--- src/rtl/mem_stage_access_unit_if.sv ---
// Data-memory port between the MEM-stage access unit and a variable-latency memory.
// The unit (master) drives the request fields. The memory (slave) returns the
// completion and the read word.
interface mem_stage_access_unit_if;
  localparam int unsigned DataWidth = 32;
  localparam int unsigned LaneCount = DataWidth / 8;

  logic                 memReq;
  logic                 memWe;
  logic [DataWidth-1:0] memAddr;
  logic [DataWidth-1:0] memWData;
  logic [LaneCount-1:0] memByteEn;
  logic                 memAck;
  logic [DataWidth-1:0] memRData;

  modport master (
    output memReq,
    output memWe,
    output memAddr,
    output memWData,
    output memByteEn,
    input  memAck,
    input  memRData
  );

  modport slave (
    input  memReq,
    input  memWe,
    input  memAddr,
    input  memWData,
    input  memByteEn,
    output memAck,
    output memRData
  );
endinterface

--- src/rtl/mem_stage_access_unit.sv ---
// MEM-stage access unit. It takes one live load or store from EX/MEM and runs a
// single request/acknowledge transaction on the data-memory port. It stalls the
// pipeline while the access is outstanding. It returns sign-extended load data and
// flags illegal accesses, misaligned accesses and memory timeouts.
module mem_stage_access_unit #(
  parameter int unsigned TIMEOUT_CYCLES = 255
) (
  input  logic                           Clk,
  input  logic                           Reset,
  input  logic                           inValid,
  input  logic                           inMemRead,
  input  logic                           inMemWrite,
  input  logic                           inMemByte,
  input  logic                           inMemHalf,
  input  logic [31:0]                    inAddress,
  input  logic [31:0]                    inWriteData,
  output logic                           outStall,
  output logic [31:0]                    outReadData,
  output logic                           outReadValid,
  output logic                           outMemError,
  mem_stage_access_unit_if.master        memBus
);

  localparam int unsigned DataWidth = 32;
  localparam int unsigned LaneCount = DataWidth / 8;
  localparam int unsigned CntWidth  = 8;
  localparam logic [CntWidth-1:0] CntLimit = CntWidth'(TIMEOUT_CYCLES - 1);

  typedef enum logic [1:0] {
    IDLE   = 2'd0,
    ACCESS = 2'd1,
    RESP   = 2'd2,
    ERR    = 2'd3
  } state_t;

  typedef enum logic [1:0] {
    SizeByte = 2'd0,
    SizeHalf = 2'd1,
    SizeWord = 2'd2
  } accSize_t;

  state_t               state;
  accSize_t             sizeQ;
  logic [1:0]           lowQ;
  logic [CntWidth-1:0]  waitCnt;
  logic                 memReqQ;
  logic                 memWeQ;
  logic [DataWidth-1:0] memAddrQ;
  logic [DataWidth-1:0] memWDataQ;
  logic [LaneCount-1:0] memByteEnQ;

  logic                 reqValid;
  logic                 reqIllegal;
  logic                 reqMisaligned;
  logic                 reqBad;
  accSize_t             reqSize;
  logic [LaneCount-1:0] reqByteEn;
  logic [DataWidth-1:0] reqWData;
  logic [DataWidth-1:0] rdShifted;
  logic [DataWidth-1:0] loadData;

  assign memBus.memReq    = memReqQ;
  assign memBus.memWe     = memWeQ;
  assign memBus.memAddr   = memAddrQ;
  assign memBus.memWData  = memWDataQ;
  assign memBus.memByteEn = memByteEnQ;

  // Request qualification: a byte access takes priority over a halfword access.
  always_comb begin
    reqValid = inValid & (inMemRead | inMemWrite);
    reqIllegal = inMemRead & inMemWrite;
    reqSize = SizeWord;
    if (inMemByte) begin
      reqSize = SizeByte;
    end else if (inMemHalf) begin
      reqSize = SizeHalf;
    end
    reqMisaligned = 1'b0;
    case (reqSize)
      SizeHalf: reqMisaligned = inAddress[0];
      SizeWord: reqMisaligned = (inAddress[1:0] != 2'b00);
      default:  reqMisaligned = 1'b0;
    endcase
    reqBad = reqIllegal | reqMisaligned;
  end

  // Byte lanes and lane-replicated store data for the incoming request.
  always_comb begin
    reqByteEn = 4'b1111;
    reqWData  = inWriteData;
    case (reqSize)
      SizeByte: begin
        reqByteEn = 4'b0001 << inAddress[1:0];
        reqWData  = {4{inWriteData[7:0]}};
      end
      SizeHalf: begin
        reqByteEn = inAddress[1] ? 4'b1100 : 4'b0011;
        reqWData  = {2{inWriteData[15:0]}};
      end
      default: begin
        reqByteEn = 4'b1111;
        reqWData  = inWriteData;
      end
    endcase
  end

  // Load extraction: shift the addressed lane down, then sign-extend it to the access size.
  always_comb begin
    rdShifted = memBus.memRData >> {lowQ, 3'b000};
    case (sizeQ)
      SizeByte: loadData = {{24{rdShifted[7]}}, rdShifted[7:0]};
      SizeHalf: loadData = {{16{rdShifted[15]}}, rdShifted[15:0]};
      default:  loadData = memBus.memRData;
    endcase
  end

  // The stall comes straight from the accepting IDLE cycle so EX/MEM holds on the first cycle.
  // Reset masks it, so no stall can leak out while the unit is held in reset.
  always_comb begin
    outStall = Reset & (((state == IDLE) & reqValid) | (state == ACCESS));
  end

  // Access sequencer: state, latched request fields and registered response pulses.
  always_ff @(posedge Clk or negedge Reset) begin
    if (!Reset) begin
      state        <= IDLE;
      sizeQ        <= SizeByte;
      lowQ         <= 2'b00;
      waitCnt      <= '0;
      memReqQ      <= 1'b0;
      memWeQ       <= 1'b0;
      memAddrQ     <= '0;
      memWDataQ    <= '0;
      memByteEnQ   <= '0;
      outReadData  <= '0;
      outReadValid <= 1'b0;
      outMemError  <= 1'b0;
    end else begin
      outReadValid <= 1'b0;
      outMemError  <= 1'b0;
      case (state)
        IDLE: begin
          if (reqValid) begin
            if (reqBad) begin
              state        <= ERR;
              outMemError  <= 1'b1;
              outReadValid <= inMemRead;
              if (inMemRead) begin
                outReadData <= '0;
              end
            end else begin
              state      <= ACCESS;
              memReqQ    <= 1'b1;
              memWeQ     <= inMemWrite;
              memAddrQ   <= {inAddress[31:2], 2'b00};
              memWDataQ  <= reqWData;
              memByteEnQ <= reqByteEn;
              sizeQ      <= reqSize;
              lowQ       <= inAddress[1:0];
              waitCnt    <= '0;
            end
          end
        end
        ACCESS: begin
          waitCnt <= waitCnt + CntWidth'(1);
          if (memBus.memAck) begin
            state   <= RESP;
            memReqQ <= 1'b0;
            if (!memWeQ) begin
              outReadValid <= 1'b1;
              outReadData  <= loadData;
            end
          end else if (waitCnt == CntLimit) begin
            state       <= ERR;
            memReqQ     <= 1'b0;
            outMemError <= 1'b1;
            if (!memWeQ) begin
              outReadValid <= 1'b1;
              outReadData  <= '0;
            end
          end
        end
        RESP: begin
          state <= IDLE;
        end
        ERR: begin
          state <= IDLE;
        end
        default: begin
          state <= IDLE;
        end
      endcase
    end
  end

endmodule

--- src/flat_wrapper.sv ---
// flat-port wrapper written by rule: the top's interface ports become plain ports
module mem_stage_access_unit_flat 
#(
  parameter int unsigned TIMEOUT_CYCLES = 255
)
  (Clk, Reset, inValid, inMemRead, inMemWrite, inMemByte, inMemHalf, inAddress, inWriteData, outStall, outReadData, outReadValid, outMemError, memBus_memReq, memBus_memWe, memBus_memAddr, memBus_memWData, memBus_memByteEn, memBus_memAck, memBus_memRData);
  mem_stage_access_unit_if memBus_i ();
  input  logic Clk;
  input  logic Reset;
  input  logic inValid;
  input  logic inMemRead;
  input  logic inMemWrite;
  input  logic inMemByte;
  input  logic inMemHalf;
  input  logic [31:0] inAddress;
  input  logic [31:0] inWriteData;
  output logic outStall;
  output logic [31:0] outReadData;
  output logic outReadValid;
  output logic outMemError;
  output wire logic [$bits(memBus_i.memReq)-1:0] memBus_memReq;
  output wire logic [$bits(memBus_i.memWe)-1:0] memBus_memWe;
  output wire logic [$bits(memBus_i.memAddr)-1:0] memBus_memAddr;
  output wire logic [$bits(memBus_i.memWData)-1:0] memBus_memWData;
  output wire logic [$bits(memBus_i.memByteEn)-1:0] memBus_memByteEn;
  input wire logic [$bits(memBus_i.memAck)-1:0] memBus_memAck;
  input wire logic [$bits(memBus_i.memRData)-1:0] memBus_memRData;
  assign memBus_memReq = memBus_i.memReq;
  assign memBus_memWe = memBus_i.memWe;
  assign memBus_memAddr = memBus_i.memAddr;
  assign memBus_memWData = memBus_i.memWData;
  assign memBus_memByteEn = memBus_i.memByteEn;
  assign memBus_i.memAck = memBus_memAck;
  assign memBus_i.memRData = memBus_memRData;
  mem_stage_access_unit #(.TIMEOUT_CYCLES(TIMEOUT_CYCLES)) u_core (.Clk(Clk), .Reset(Reset), .inValid(inValid), .inMemRead(inMemRead), .inMemWrite(inMemWrite), .inMemByte(inMemByte), .inMemHalf(inMemHalf), .inAddress(inAddress), .inWriteData(inWriteData), .outStall(outStall), .outReadData(outReadData), .outReadValid(outReadValid), .outMemError(outMemError), .memBus(memBus_i));
endmodule
--- config.mk ---
export PLATFORM = sky130hd
export DESIGN_NAME = mem_stage_access_unit_flat
export DESIGN_NICKNAME = d
export VERILOG_FILES = /design/src/rtl/mem_stage_access_unit_if.sv /design/src/rtl/mem_stage_access_unit.sv /design/src/flat_wrapper.sv
export SDC_FILE = /design/constraint.sdc
export NUM_CORES = 1
export LEC_CHECK = 0
export ABC_AREA = 1
export BUFFER_PORTS_ARGS = -buffer_cell sky130_fd_sc_hd__buf_2
export CAP_MARGIN = 10
export CORE_MARGIN = 2
export CORE_UTILIZATION = 45
export CTS_BUF_LIST = sky130_fd_sc_hd__clkbuf_8
export CTS_CLUSTER_SIZE = 10
export DETAILED_ROUTE_END_ITERATION = 12
export GPL_TIMING_DRIVEN = 0
export PLACE_DENSITY = 0.82
export SLEW_MARGIN = 25
export SYNTH_ARGS = -nofsm -noshare
export SYNTH_HDL_FRONTEND = slang
export SYNTH_SLANG_ARGS = --single-unit
export TNS_END_PERCENT = 5
--- constraint.sdc ---
create_clock -name Clk -period 5.2 [get_ports Clk]
set_clock_uncertainty 0.15 [all_clocks]
set_input_delay 0 -clock Clk [delete_from_list [all_inputs] [get_ports Clk]]
set_output_delay 0 -clock Clk [all_outputs]
set_load 0.02 [all_outputs]
-- Word level (Yosys, flattened, before mapping)
Index checks and enable logic that the tools add are counted.
- mux-type cells: 39
- reduce and logical (&&, ||, !) cells: 11
- equality and inequality tests: 13
- bitwise operators: 8
- add/subtract/negate cells: 1
- shift-type cells: 2
- operator list (operator ; count):
    $mux 32 ; 7
    $pmux 32 s2 ; 3
    $shr 32x5->16 ; 1
    $mux 8 ; 2
    $pmux 8 s2 ; 1
    $mux 1 ; 13
    $mux 2 ; 6
    $add 8x1->8 const B ; 1
    $eq 8x8->1 const B ; 1
    $pmux 1 s2 ; 4
    $pmux 4 s2 ; 1
    $eq 2x1->1 const B ; 3
    $eq 2x2->1 const B ; 3
    $logic_not 2->1 ; 3
    $ne 2x2->1 const B ; 3
    $pmux 2 s3 ; 1
    $reduce_and 3->1 ; 2
    $reduce_and 6->1 ; 1
    $and 1x1->1 ; 4
    $mux 4 ; 1
    $ne 2x1->1 const B ; 2
    $reduce_and 4->1 ; 1
    $reduce_bool 2->1 ; 2
    $shl 1x2->4 const A ; 1
    5 further kinds ; 7
- output and inout bits: 105
- word-level logic and storage cells: 86
- input port bits: 104
- flip-flop bits (word level): 116

-- Longest topological paths before layout
Gate-level depths: netlist of the first run.
- depth after elaboration: 8
- gate-level depth with buffers: 12
- depth with buffers taken out: 11

-- Worst setup path before layout of the first run
Ideal clock, no wire load.
- path kind: register to register
- start point: reg u_core.state[1]
- end point: reg u_core.memAddrQ[10] (netlist: u_core.memBus.memAddr[10])
- clock period less this slack: 1625 ps
- arrival time: 1358 ps
- path slack: 3575 ps
- required time: 4933 ps
- path buffers: 2
- setup time: 117 ps
- cell stages (with the launch flop): 11
- cells stage by stage: dfrtp_1 nor2_1 inv_1 nor2_1 inv_2 nor2_2 inv_2 buf_6 buf_6 nand2_1 nand2_1
- cells in the longest elaborated chain, start to end: 2
- ends and longest elaborated chain (item ; line ; RTL):
    start, declared ; mem_stage_access_unit.sv:42 ; state_t state;
    start signal, assigned ; mem_stage_access_unit.sv:126 ; state <= IDLE;
    start signal, assigned ; mem_stage_access_unit.sv:145 ; state <= ERR;
    start signal, assigned ; mem_stage_access_unit.sv:152 ; state <= ACCESS;
    $logic_not 2->1 ; mem_stage_access_unit.sv:141 ; case (state)
    $reduce_and 3->1 (no source line) ; -- ;
    end signal, assigned ; mem_stage_access_unit.sv:155 ; memAddrQ <= {inAddress[31:2], 2'b00};
    end, declared ; mem_stage_access_unit.sv:48 ; logic [DataWidth-1:0] memAddrQ;
No other way between the ends.
A chain may end at the register's enable or synchronous reset.

-- Worst setup path after layout of the first run
- start point: in inMemWrite
- end point: reg u_core.memWDataQ[20] (netlist: u_core.memBus.memWData[20])
- cells in the longest elaborated chain, start to end: 4
- elaborated cells on any way between the ends: 6
- those cells by class: bitwise: 5; reduce/logical: 1
- ends and longest elaborated chain (item ; line ; RTL):
    start, declared ; flat_wrapper.sv:12 ; input logic inMemWrite;
    $and 1x1->1 ; mem_stage_access_unit.sv:71 ; reqIllegal = inMemRead & inMemWrite;
    $or 1x1->1 ; mem_stage_access_unit.sv:84 ; reqBad = reqIllegal | reqMisaligned;
    $not 1->1 (no source line) ; -- ;
    $reduce_and 3->1 (no source line) * ; -- ;
    end signal, assigned ; mem_stage_access_unit.sv:156 ; memWDataQ <= reqWData;
    end, declared ; mem_stage_access_unit.sv:49 ; logic [DataWidth-1:0] memWDataQ;
Mark *: on every way between the ends. The rest lies on a longest branch, timed or not.

==> impl_metrics.csv, run 1 <==
group,metric,value,unit
final_layout,diodes,0,
global_routing,gr-usage-met3,8.58,%
sta,slew-limit-headroom,64.0,%
worst_setup_path,required_arrival_time_at_the_worst_endpoint,5.40,ns
pwr,cellPowerDensity,555,nW/µm²
placed_design,routabilityCongestion,0.954,
worst_setup_path,worstRegToRegCells,13,
pwr,total_switching_power,0.00219,W
sta,report.final.hold_viol_count,0,
worst_hold_path,timing.hold.worst.class,"in2reg",
worst_setup_path,crit_path_start_kind,"input port",
drt,avgViaCountPerCell,5.30,
flow_run,cap_violations,0,
synth,cells_after_synth,725,
placed_design,dp.cells,1100,
clock_tree,ctsLongestPathBuffers,2,
final_layout,layout-area-overhead-vs-synth,55.4,%
sta,post-route-min-period,2.63,ns
drt,wirelength,21400,µm
drt,drt_pre_antenna_iters,5,
die,design.die.area,13500,µm²
final_layout,layout_common_cells,"326 x nand2_1, 218 x buf_2, 139 x dlygate4sd3_1",
pwr,intPower,0.00268,W
worst_setup_path,endpoint_kind,"register",
placed_design,placement.io_buffers,205,
global_routing,global_route.usage.met1,37.2,%
global_routing,grt_antenna_before_repair,0,
clock_tree,cts_made_buffers,17,
drt,number_of_drc_markers_in_iteration_0,582,
synth,ys_warn_count,0,
pwr,ir_worst_vdd,0.000349,V
pwr,p_total,0.00487,W
drt,detail_route.drc_violations,0,
clock_tree,clock_insertion_delay_at_the_later_pin_of_the_skew_report,0.45,ns
synth,ys_seq_area_share,51.4,%
global_routing,grt_util_met2,55.6,%
clock_tree,cts.clk_slew.worst_paths,0.08,ns
global_routing,overflow,0,
clock_tree,cts_resized,0,
clock_tree,cts_tree,"yes",
placed_design,total_half_perimeter_wirelength_after_legalization_and_detailed_placement,12400,µm
die,coreArea,12100,µm²
sta,fin_setup_tns,0,ns
pwr,power.static_leakage,4.77,nW
clock_tree,clock_root_buffer,"clkbuf_8",
worst_setup_path,worstPathMaxFanout,10,
clock_tree,h-tree-depth,4,
synth,synth-seq-cells,116,
sta,clock.fmax,380,MHz
drt,post_drt_wl_per_cell,16.8,µm
worst_setup_path,setup.worst_path.class,"in2reg",
synth,mappedNetlistArea,5650,µm²
sta,timing.final.crit_share,50.6,%
synth,synth_cell_types,31,
die,die_x,116,µm
worst_setup_path,worstPathArrival,2.82,ns
pwr,netSwitchingFraction,45.0,%
final_layout,layoutNonFillerInstCount,1272,
sta,grt_setup_unrepaired,"no",
final_layout,finalNetCount,1197,
synth,post_synth.cell_area_avg,7.79,µm²
status,status,"completed",
global_routing,vias_in_the_first_global_route,6731,
sta,hold_slack,0.149,ns
die,vert_die_dim,116,µm
drt,drtAntennaViolNets,0,
clock_tree,cts_sinks,116,
drt,vias,6746,
sta,report.final.setup_viol,0,
pwr,comb_pwr_share,48.1,%
sta,timing.final.max_slew_violations,0,
final_layout,layout_cell_share_with_drive_strength_beyond_1,26.6,%
sta,worst-slew-pin-transition,0.539,ns
global_routing,grt_max_degree,63,
global_routing,grt_first_pass_wirelength,33400,µm
pwr,power.share.sequential,32.7,%
global_routing,grt_most_used_layer,"met2",
worst_hold_path,min_path_cells,4,
die,floorplan.io_pins,209,
final_layout,mostFrequentLayoutCell,"nand2_1",
die,initial_core_util,46.6,%
die,floorplan.rows,40,
global_routing,groute.usage.overall,32.6,%
pwr,clock_power_share,19.2,%
## cell usage after synthesis
cell type  count  area (µm²)
nand2_1      326        1220
dfrtp_1      116        2900
o21ai_1       43         215
nand3_1       31         155
inv_1         28         105
a21oi_1       24         120
nor2_1        21        78.8
nand4_1       20         125
o21ai_0       19        95.1
buf_2         14        70.1
clkbuf_1      11        41.3
buf_4          9        67.6
inv_2          9        33.8
or2_2          7        43.8
buf_6          6        67.6
o211ai_1       6        45.0
nand2_2        5        31.3
o22ai_1        5        31.3
a21boi_0       4        30.0
nand3_2        3        30.0
nor2_2         3        18.8
xor2_1         3        26.3
clkinv_1       2        7.51
ha_1           2        25.0
nor3_1         2        10.0
conb_1         1        3.75
nand3b_1       1        7.51
nor2_4         1        11.3
o21a_1         1        7.51
o21ai_2        1        8.76
xnor2_1        1        8.76
## final cells by class
class	count	area (µm²)
Timing Repair Buffer	346	2480
Sequential cell	116	2900
Fill cell	832	3330
Buffer	40	246
Clock inverter	12	161
Inverter	39	146
Multi-Input combinational cell	531	2360
Tap cell	168	210
Clock buffer	20	275
## path summary, 6_finish.rpt
check	from	endpoint	slack (ns)
worst min-delay path	inAddress[9]	u_core.memBus.memAddr[9]	0.15
worst max-delay path	inMemWrite	u_core.memBus.memWData[20]	2.57
min in group asynchronous	Reset	u_core.waitCnt[6]	0.52
worst min register to register	u_core.memBus.memAddr[9]	u_core.memBus.memAddr[9]	0.32
max in group asynchronous	Reset	u_core.memBus.memAddr[8]	4.10
worst max register to register	u_core.waitCnt[0]	u_core.outReadData[3]	2.80
## sequential cells by signal, summed over array words and instances (netlist names)
| name | cells |
|---|---|
| u_core.memBus.memWData | 32 |
| u_core.outReadData | 32 |
| u_core.memBus.memAddr | 30 |
| u_core.waitCnt | 8 |
| u_core.memBus.memByteEn | 4 |
| u_core.lowQ | 2 |
| u_core.sizeQ | 2 |
| u_core.state | 2 |
| u_core.memBus.memReq | 1 |
| u_core.memBus.memWe | 1 |
| u_core.outMemError | 1 |
| u_core.outReadValid | 1 |
## power groups by stage
stage	Sequential, W	Clock, W	Combinational, W
2_1_floorplan	0.00200	0	0.000929
3_3_place_gp	0.00155	0	0.00208
3_5_place_dp	0.00156	0	0.00213
4_1_cts	0.00156	0.000931	0.00226
5_1_grt	0.00162	0.000975	0.00255
6_report	0.00159	0.000936	0.00234
## cells by family after synthesis
kind of cell | share of synthesized area, %
buffers and inverters | 6.96
and+or+nand+nor | 30.7
adders and majority gates | 0.443
AOI/OAI and AO/OA | 9.79
other | 0.0664
xor gates and xnor gates | 0.620
DFF | 51.4
## critical path: stages
cell and delay [ns]:
dlygate4sd3_1 0.53, buf_2 0.12, o21ai_1 0.07, dlygate4sd3_1 0.57, nor2_1 0.26, inv_2 0.09
nor2_2 0.18, inv_2 0.10, buf_2 0.21, nand2_1 0.09, o21ai_1 0.06, dlygate4sd3_1 0.54
## per-layer routing
| layer | share of wire [%] | vias to the layer above | wire [µm] |
|---|---|---|---|
| li1 | - | 3051 | - |
| met1 | 37 | 3089 | 7880 |
| met2 | 49 | 493 | 10400 |
| met3 | 9.6 | 113 | 2050 |
| met4 | 4.9 | 0 | 1050 |
| met5 | 0 | - | 0 |
## what timing repair did
action | CTS | global route
buffers inserted | 0 | 0
hold endpoints to repair | 226 | 0
setup endpoints to repair | 0 | 0
hold buffers | 140 | 0
## stage by stage
step,cell area (µm²),util (%),setup WS (ns)
floorplan,5650,-,3.57
global placement,6890,56.9,2.55
detailed placement,6920,57.1,3.28
CTS,8780,72.5,2.64
global route,8780,72.5,2.46
finish,8780,72.5,2.57
No activity file was read; power rests on OpenSTA's default activity.
==> inputs of run 2 (changes only) <==
--- a/config.mk
+++ b/config.mk
@@ -14,7 +14,7 @@
 export CTS_CLUSTER_SIZE = 10
 export DETAILED_ROUTE_END_ITERATION = 12
 export GPL_TIMING_DRIVEN = 0
-export PLACE_DENSITY = 0.82
+export PLACE_DENSITY = 0.85
 export SLEW_MARGIN = 25
 export SYNTH_ARGS = -nofsm -noshare
 export SYNTH_HDL_FRONTEND = slang
==> constraint.sdc (replaced) <==
create_clock -name Clk -period 2.1 [get_ports Clk]
set_clock_uncertainty 0.15 [all_clocks]
set_input_delay 0 -clock Clk [delete_from_list [all_inputs] [get_ports Clk]]
set_output_delay 0 -clock Clk [all_outputs]
set_load 0.02 [all_outputs]
==> impl_metrics.csv, run 2 (synthesis results as in run 1) <==
group,metric,value,unit
sta,report.final.setup_viol,4,
drt,avgViaCountPerCell,5.34,
status,failed_checks,"setup timing",
sta,fin_setup_tns,-0.0344,ns
worst_setup_path,endpoint_kind,"register",
pwr,clock_power_share,18.5,%
placed_design,placement.io_buffers,205,
clock_tree,cts_setup_buffers,0,
drt,detail_route.wirelength.met1,8010,µm
worst_setup_path,crit_top_cell,"dlygate4sd3_1",
sta,timing.final.max_slew_violations,0,
final_layout,n_fill_cell,896,
worst_setup_path,worstPathMaxFanout,10,
pwr,total_switching_power,0.00545,W
final_layout,layout_cell_share_with_drive_strength_beyond_1,27.3,%
drt,route.top_layer_used,"met4",
pwr,cellPowerDensity,1370,nW/µm²
sta,clock.fmax,472,MHz
sta,hold_slack,0.152,ns
clock_tree,ctsLongestPathBuffers,2,
clock_tree,cts_made_buffers,17,
clock_tree,cts_sinks,116,
die,floorplan.rows,40,
final_layout,layout-area-overhead-vs-synth,52.8,%
flow_run,cap_violations,0,
clock_tree,clock_root_buffer,"clkbuf_8",
sta,worst_slack,-0.0177,ns
final_layout,multi_input_logic_area,2360,µm²
worst_setup_path,cell_with_the_biggest_individual_delay_on_the_critical_path,"dlygate4sd3_1",
worst_setup_path,rr_startpoint,"u_core.state[0]",
final_layout,mostFrequentLayoutCell,"nand2_1",
sta,report.final.hold_viol_count,0,
sta,post-route-min-period,2.12,ns
final_layout,final_design_area_no_fill,8630,µm²
worst_setup_path,required_arrival_time_at_the_worst_endpoint,2.32,ns
die,floorplan.io_pins,209,
global_routing,grt_max_degree,71,
global_routing,grt_antenna_before_repair,0,
pwr,intPower,0.00640,W
placed_design,postPlaceCellArea,6920,µm²
die,die_x,116,µm
global_routing,groute.usage.overall,32.6,%
worst_setup_path,crit_path_start_kind,"input port",
worst_hold_path,timing.hold.worst.class,"in2reg",
clock_tree,h-tree-depth,4,
global_routing,vias_in_the_first_global_route,6606,
drt,met3_length,2050,µm
final_layout,area.sequential,2900,µm²
sta,worst-slew-pin-transition,0.539,ns
pwr,p_total,0.0118,W
pwr,comb_pwr_share,48.2,%
worst_setup_path,setup.worst_path.end,"u_core.memBus.memWData[31]",
drt,total_met2_wirelength_after_detailed_routing,10200,µm
pwr,netSwitchingFraction,46.0,%
drt,drtAntennaViolNets,0,
die,coreArea,12100,µm²
clock_tree,cts.clk_slew.worst_paths,0.08,ns
global_routing,grt_first_pass_wirelength,33600,µm
worst_setup_path,worstRegToRegCells,8,
pwr,ir_worst_vdd,0.00104,V
worst_setup_path,worst_path_largest_cell_delay,0.59,ns
worst_setup_path,worstPathArrival,2.34,ns
global_routing,overflow,0,
die,design.die.area,13500,µm²
worst_setup_path,setup.worst_path.class,"in2reg",
drt,vias,6729,
drt,number_of_drc_markers_in_iteration_0,744,
drt,drt_pre_antenna_iters,6,
sta,grt_setup_unrepaired,"yes",
clock_tree,clock_insertion_delay_at_the_later_pin_of_the_skew_report,0.44,ns
die,vert_die_dim,116,µm
drt,post_drt_wl_per_cell,17.2,µm
drt,wirelength,21600,µm
pwr,power.static_leakage,4.72,nW
drt,detail_route.drc_violations,0,
worst_setup_path,r2r_slack,0.11,ns
sta,slew-limit-headroom,64.1,%
clock_tree,cts_tree,"yes",
worst_setup_path,worstPathCellList,"dlygate4sd3_1 -> buf_4 -> nor2_4 -> clkbuf_1 -> a21oi_1 -> dlygate4sd3_1 -> o21ai_1",
final_layout,finalNetCount,1185,
final_layout,layout_common_cells,"326 x nand2_1, 218 x buf_2, 128 x dlygate4sd3_1",
worst_setup_path,r2r-end,"u_core.state[0]",
die,initial_core_util,46.6,%
sta,timing.final.crit_share,101,%
worst_setup_path,crit_path_start,"inMemHalf",
final_layout,final_util,71.3,%
status,status,"finished with violations",
placed_design,routabilityCongestion,0.976,
placed_design,total_half_perimeter_wirelength_after_legalization_and_detailed_placement,12600,µm
pwr,power.share.sequential,33.3,%
final_layout,diodes,0,
-- run 2: cell count changes in the layout (fill, tap and decap cells not counted), sizes merged --
cell,change
bufinv,-1
dlygate4sd3,-11
inv,-2
clkinv,+4
buf,-2
-- run 2: area by class of cell --
class / instances / area share (%)
plain buffers: 40 / 2.88
clock buffers: 19 / 3.03
clock inverters: 13 / 1.81
inverters: 39 / 1.70
multi-input cells: 531 / 27.4
flip-flops and latches: 116 / 33.6
well taps: 168 / 2.44
repair buffers: 334 / 27.2
-- run 2: timing repair --
action / in CTS / in global routing
setup endpoints to repair: 0 / 27
hold buffers: 128 / 0
gates resized for setup: 0 / 6
hold endpoints to repair: 226 / 0
-- run 2: worst max-delay path, delay by kind of cell --
kind / cells / cell delay [ns]
AND/OR/NAND/NOR: 1 / 0.27
AO/OA/AOI/OAI: 2 / 0.32
buffers and inverters: 4 / 1.75
-- run 2: metrics by stage --
| step | setup WS, ns | std cells |
|---|---|---|
| 6_report | -0.0177 | 1260 |
| 5_1_grt | -0.0719 | 1260 |
| 3_3_place_gp | -0.529 | 1099 |
| 4_1_cts | 0.100 | 1260 |
| 2_1_floorplan | 0.475 | 726 |
| 3_5_place_dp | 0.154 | 1100 |
-- run 2: power by group through the flow --
stage / clock network [W] / logic (W) / registers, W
global placement: 0 / 0.00514 / 0.00385
floorplan: 0 / 0.00230 / 0.00495
global route: 0.00231 / 0.00620 / 0.00403
detailed placement: 0 / 0.00526 / 0.00386
CTS: 0.00221 / 0.00549 / 0.00386
finish: 0.00220 / 0.00571 / 0.00394
-- run 2: layer usage --
layer	global-route usage (%)	vias up
met1	37.9	3054
met2	54.5	529
li1	-	3026
met5	0	-
met3	8.37	120
met4	19.5	0
-- run 2: how the worst min path moves through the flow --
stage                                end          start  cells after the start
2_1_floorplan             u_core.lowQ[0]          Reset                      0
3_3_place_gp   u_core.memBus.memAddr[28]  inAddress[28]                      3
3_5_place_dp       u_core.outReadData[4]          Reset                      1
4_1_cts        u_core.memBus.memAddr[26]  inAddress[26]                      4
5_1_grt         u_core.memBus.memAddr[9]   inAddress[9]                      4
6_report       u_core.memBus.memAddr[28]  inAddress[28]                      4
==> inputs of run 3 (changes only) <==
--- a/config.mk
+++ b/config.mk
@@ -10,7 +10,7 @@
 export CAP_MARGIN = 10
 export CORE_MARGIN = 2
 export CORE_UTILIZATION = 45
-export CTS_BUF_LIST = sky130_fd_sc_hd__clkbuf_8
+export CTS_BUF_LIST = sky130_fd_sc_hd__clkbuf_8 sky130_fd_sc_hd__clkbuf_16
 export CTS_CLUSTER_SIZE = 10
 export DETAILED_ROUTE_END_ITERATION = 12
 export GPL_TIMING_DRIVEN = 0
==> impl_metrics.csv, run 3 (synthesis results as in run 1) <==
group,metric,value,unit
worst_setup_path,setup.worst_path.class,"in2reg",
die,initial_core_util,46.6,%
drt,detail_route.wirelength.met1,7850,µm
drt,detail_route.drc_violations,0,
global_routing,grt_first_pass_wirelength,33300,µm
drt,number_of_drc_markers_in_iteration_0,734,
worst_setup_path,worstPathArrival,2.36,ns
sta,timing.final.max_slew_violations,0,
worst_setup_path,critPathBufInv,4,
placed_design,placement.io_buffers,205,
sta,report.final.hold_viol_count,0,
worst_setup_path,worst_path_largest_cell_delay,0.59,ns
final_layout,mostFrequentLayoutCell,"nand2_1",
sta,worst_slack,-0.0748,ns
status,status,"finished with violations",
placed_design,postPlaceCellArea,6920,µm²
drt,drt_pre_antenna_iters,6,
sta,hold_slack,0.185,ns
clock_tree,cts.clk_slew.worst_paths,0.06,ns
drt,route.top_layer_used,"met4",
worst_setup_path,crit_top_cell,"dlygate4sd3_1",
pwr,p_total,0.0126,W
clock_tree,cts_made_buffers,17,
die,design.die.area,13500,µm²
die,die_x,116,µm
placed_design,total_half_perimeter_wirelength_after_legalization_and_detailed_placement,12600,µm
placed_design,routabilityCongestion,0.976,
worst_setup_path,timing.critical_path.max_delay_family,"buffers and inverters",
final_layout,layout_cell_share_with_drive_strength_beyond_1,27.4,%
final_layout,area.sequential,2900,µm²
pwr,power.static_leakage,4.78,nW
clock_tree,h-tree-depth,4,
sta,post-route-min-period,2.17,ns
flow_run,cap_violations,0,
global_routing,vias_in_the_first_global_route,6571,
drt,post_drt_wl_per_cell,16.8,µm
final_layout,multi_input_logic_area,2360,µm²
sta,timing.final.crit_share,104,%
final_layout,diodes,0,
die,floorplan.io_pins,209,
drt,total_met2_wirelength_after_detailed_routing,10000,µm
worst_hold_path,timing.hold.worst.class,"in2reg",
clock_tree,ctsLongestPathBuffers,2,
drt,met3_length,2050,µm
global_routing,groute.usage.overall,32.3,%
die,floorplan.rows,40,
clock_tree,cts_setup_buffers,0,
sta,worst-slew-pin-transition,0.556,ns
drt,avgViaCountPerCell,5.27,
worst_setup_path,required_arrival_time_at_the_worst_endpoint,2.29,ns
clock_tree,clock_root_buffer,"clkbuf_16",
clock_tree,clock_insertion_delay_at_the_later_pin_of_the_skew_report,0.41,ns
worst_setup_path,crit_path_start_kind,"input port",
worst_setup_path,worstPathCellList,"dlygate4sd3_1 -> buf_4 -> nor2_4 -> clkbuf_1 -> a21oi_1 -> dlygate4sd3_1 -> o21ai_1",
drt,drtAntennaViolNets,0,
global_routing,grt_antenna_before_repair,0,
status,failed_checks,"setup timing",
final_layout,final_util,72.5,%
worst_setup_path,endpoint_kind,"register",
final_layout,final_design_area_no_fill,8780,µm²
clock_tree,cts_tree,"yes",
sta,grt_setup_unrepaired,"yes",
sta,fin_setup_tns,-0.323,ns
sta,report.final.setup_viol,9,
final_layout,n_fill_cell,865,
pwr,cellPowerDensity,1440,nW/µm²
pwr,ir_worst_vdd,0.00102,V
clock_tree,cts_sinks,116,
final_layout,layout_common_cells,"326 x nand2_1, 218 x buf_2, 124 x dlygate4sd3_1",
worst_setup_path,worstPathMaxFanout,10,
sta,clock.fmax,460,MHz
final_layout,finalNetCount,1181,
drt,vias,6624,
die,coreArea,12100,µm²
die,vert_die_dim,116,µm
worst_setup_path,cell_with_the_biggest_individual_delay_on_the_critical_path,"dlygate4sd3_1",
drt,wirelength,21100,µm
global_routing,overflow,0,
global_routing,grt_max_degree,71,
sta,slew-limit-headroom,62.9,%
final_layout,layout-area-overhead-vs-synth,55.5,%
==> run 3: changes by cell type in the layout (fill, tap and decap cells not counted), sizes merged <==
cell	delta
dlygate4sd3	-4
==> run 3: final cells by class <==
class | instances | share of cell area (%)
Clock inverter | 13 | 1.78
Multi-Input combinational cell | 531 | 26.9
Inverter | 39 | 1.67
Clock buffer | 19 | 5.16
Sequential cell | 116 | 33.1
Buffer | 40 | 2.84
Tap cell | 168 | 2.39
Timing Repair Buffer | 330 | 26.2
==> run 3: path summary, 6_finish.rpt <==
kind	from	endpoint	slack (ns)	depth (start not counted)
hold reg to reg	u_core.memBus.memAddr[2]	u_core.memBus.memAddr[2]	0.32	2
setup reg to reg	u_core.state[0]	u_core.state[0]	0.11	8
min in group asynchronous	Reset	u_core.outReadData[4]	0.49	3
max in group asynchronous	Reset	u_core.outReadData[11]	0.63	4
setup / recovery	inMemHalf	u_core.memBus.memWData[31]	-0.07	7
hold / removal	inAddress[10]	u_core.memBus.memAddr[10]	0.19	4
==> run 3: report_power, final <==
group / switching (W) / leakage (nW) / internal (W) / total (W)
clock network: 0.00106 / 0.299 / 0.00192 / 0.00298
registers: 0.000677 / 1.50 / 0.00326 / 0.00394
logic: 0.00378 / 2.98 / 0.00191 / 0.00569
==> run 3: timing repair <==
item | CTS | global route
hold buffers | 124 | 0
endpoints found under the setup margin | 0 | 27
resized for setup | 0 | 6
hold endpoints to repair | 225 | 0
==> run 3: metal layers <==
metal  vias to the layer above  track usage, %
met5                         -               0
met4                         0            19.1
met3                       107            8.53
met2                       482            54.6
met1                      3011            36.9
li1                       3024               -
==> run 3: through the flow <==
step	setup slack [ns]	cells
after floorplan	0.475	726
after global placement	-0.529	1099
after detailed placement	0.154	1100
after CTS	0.0597	1256
after global routing	-0.139	1256
final	-0.0748	1256
==> run 3: worst reg2reg max path: stages (launching register included) <==
cell	delay, ns
dfrtp_1	0.40
inv_1	0.10
nor2_4	0.06
inv_2	0.07
clkbuf_1	0.32
nor2_1	0.10
inv_1	0.09
nand2_1	0.05
dlygate4sd3_1	0.54
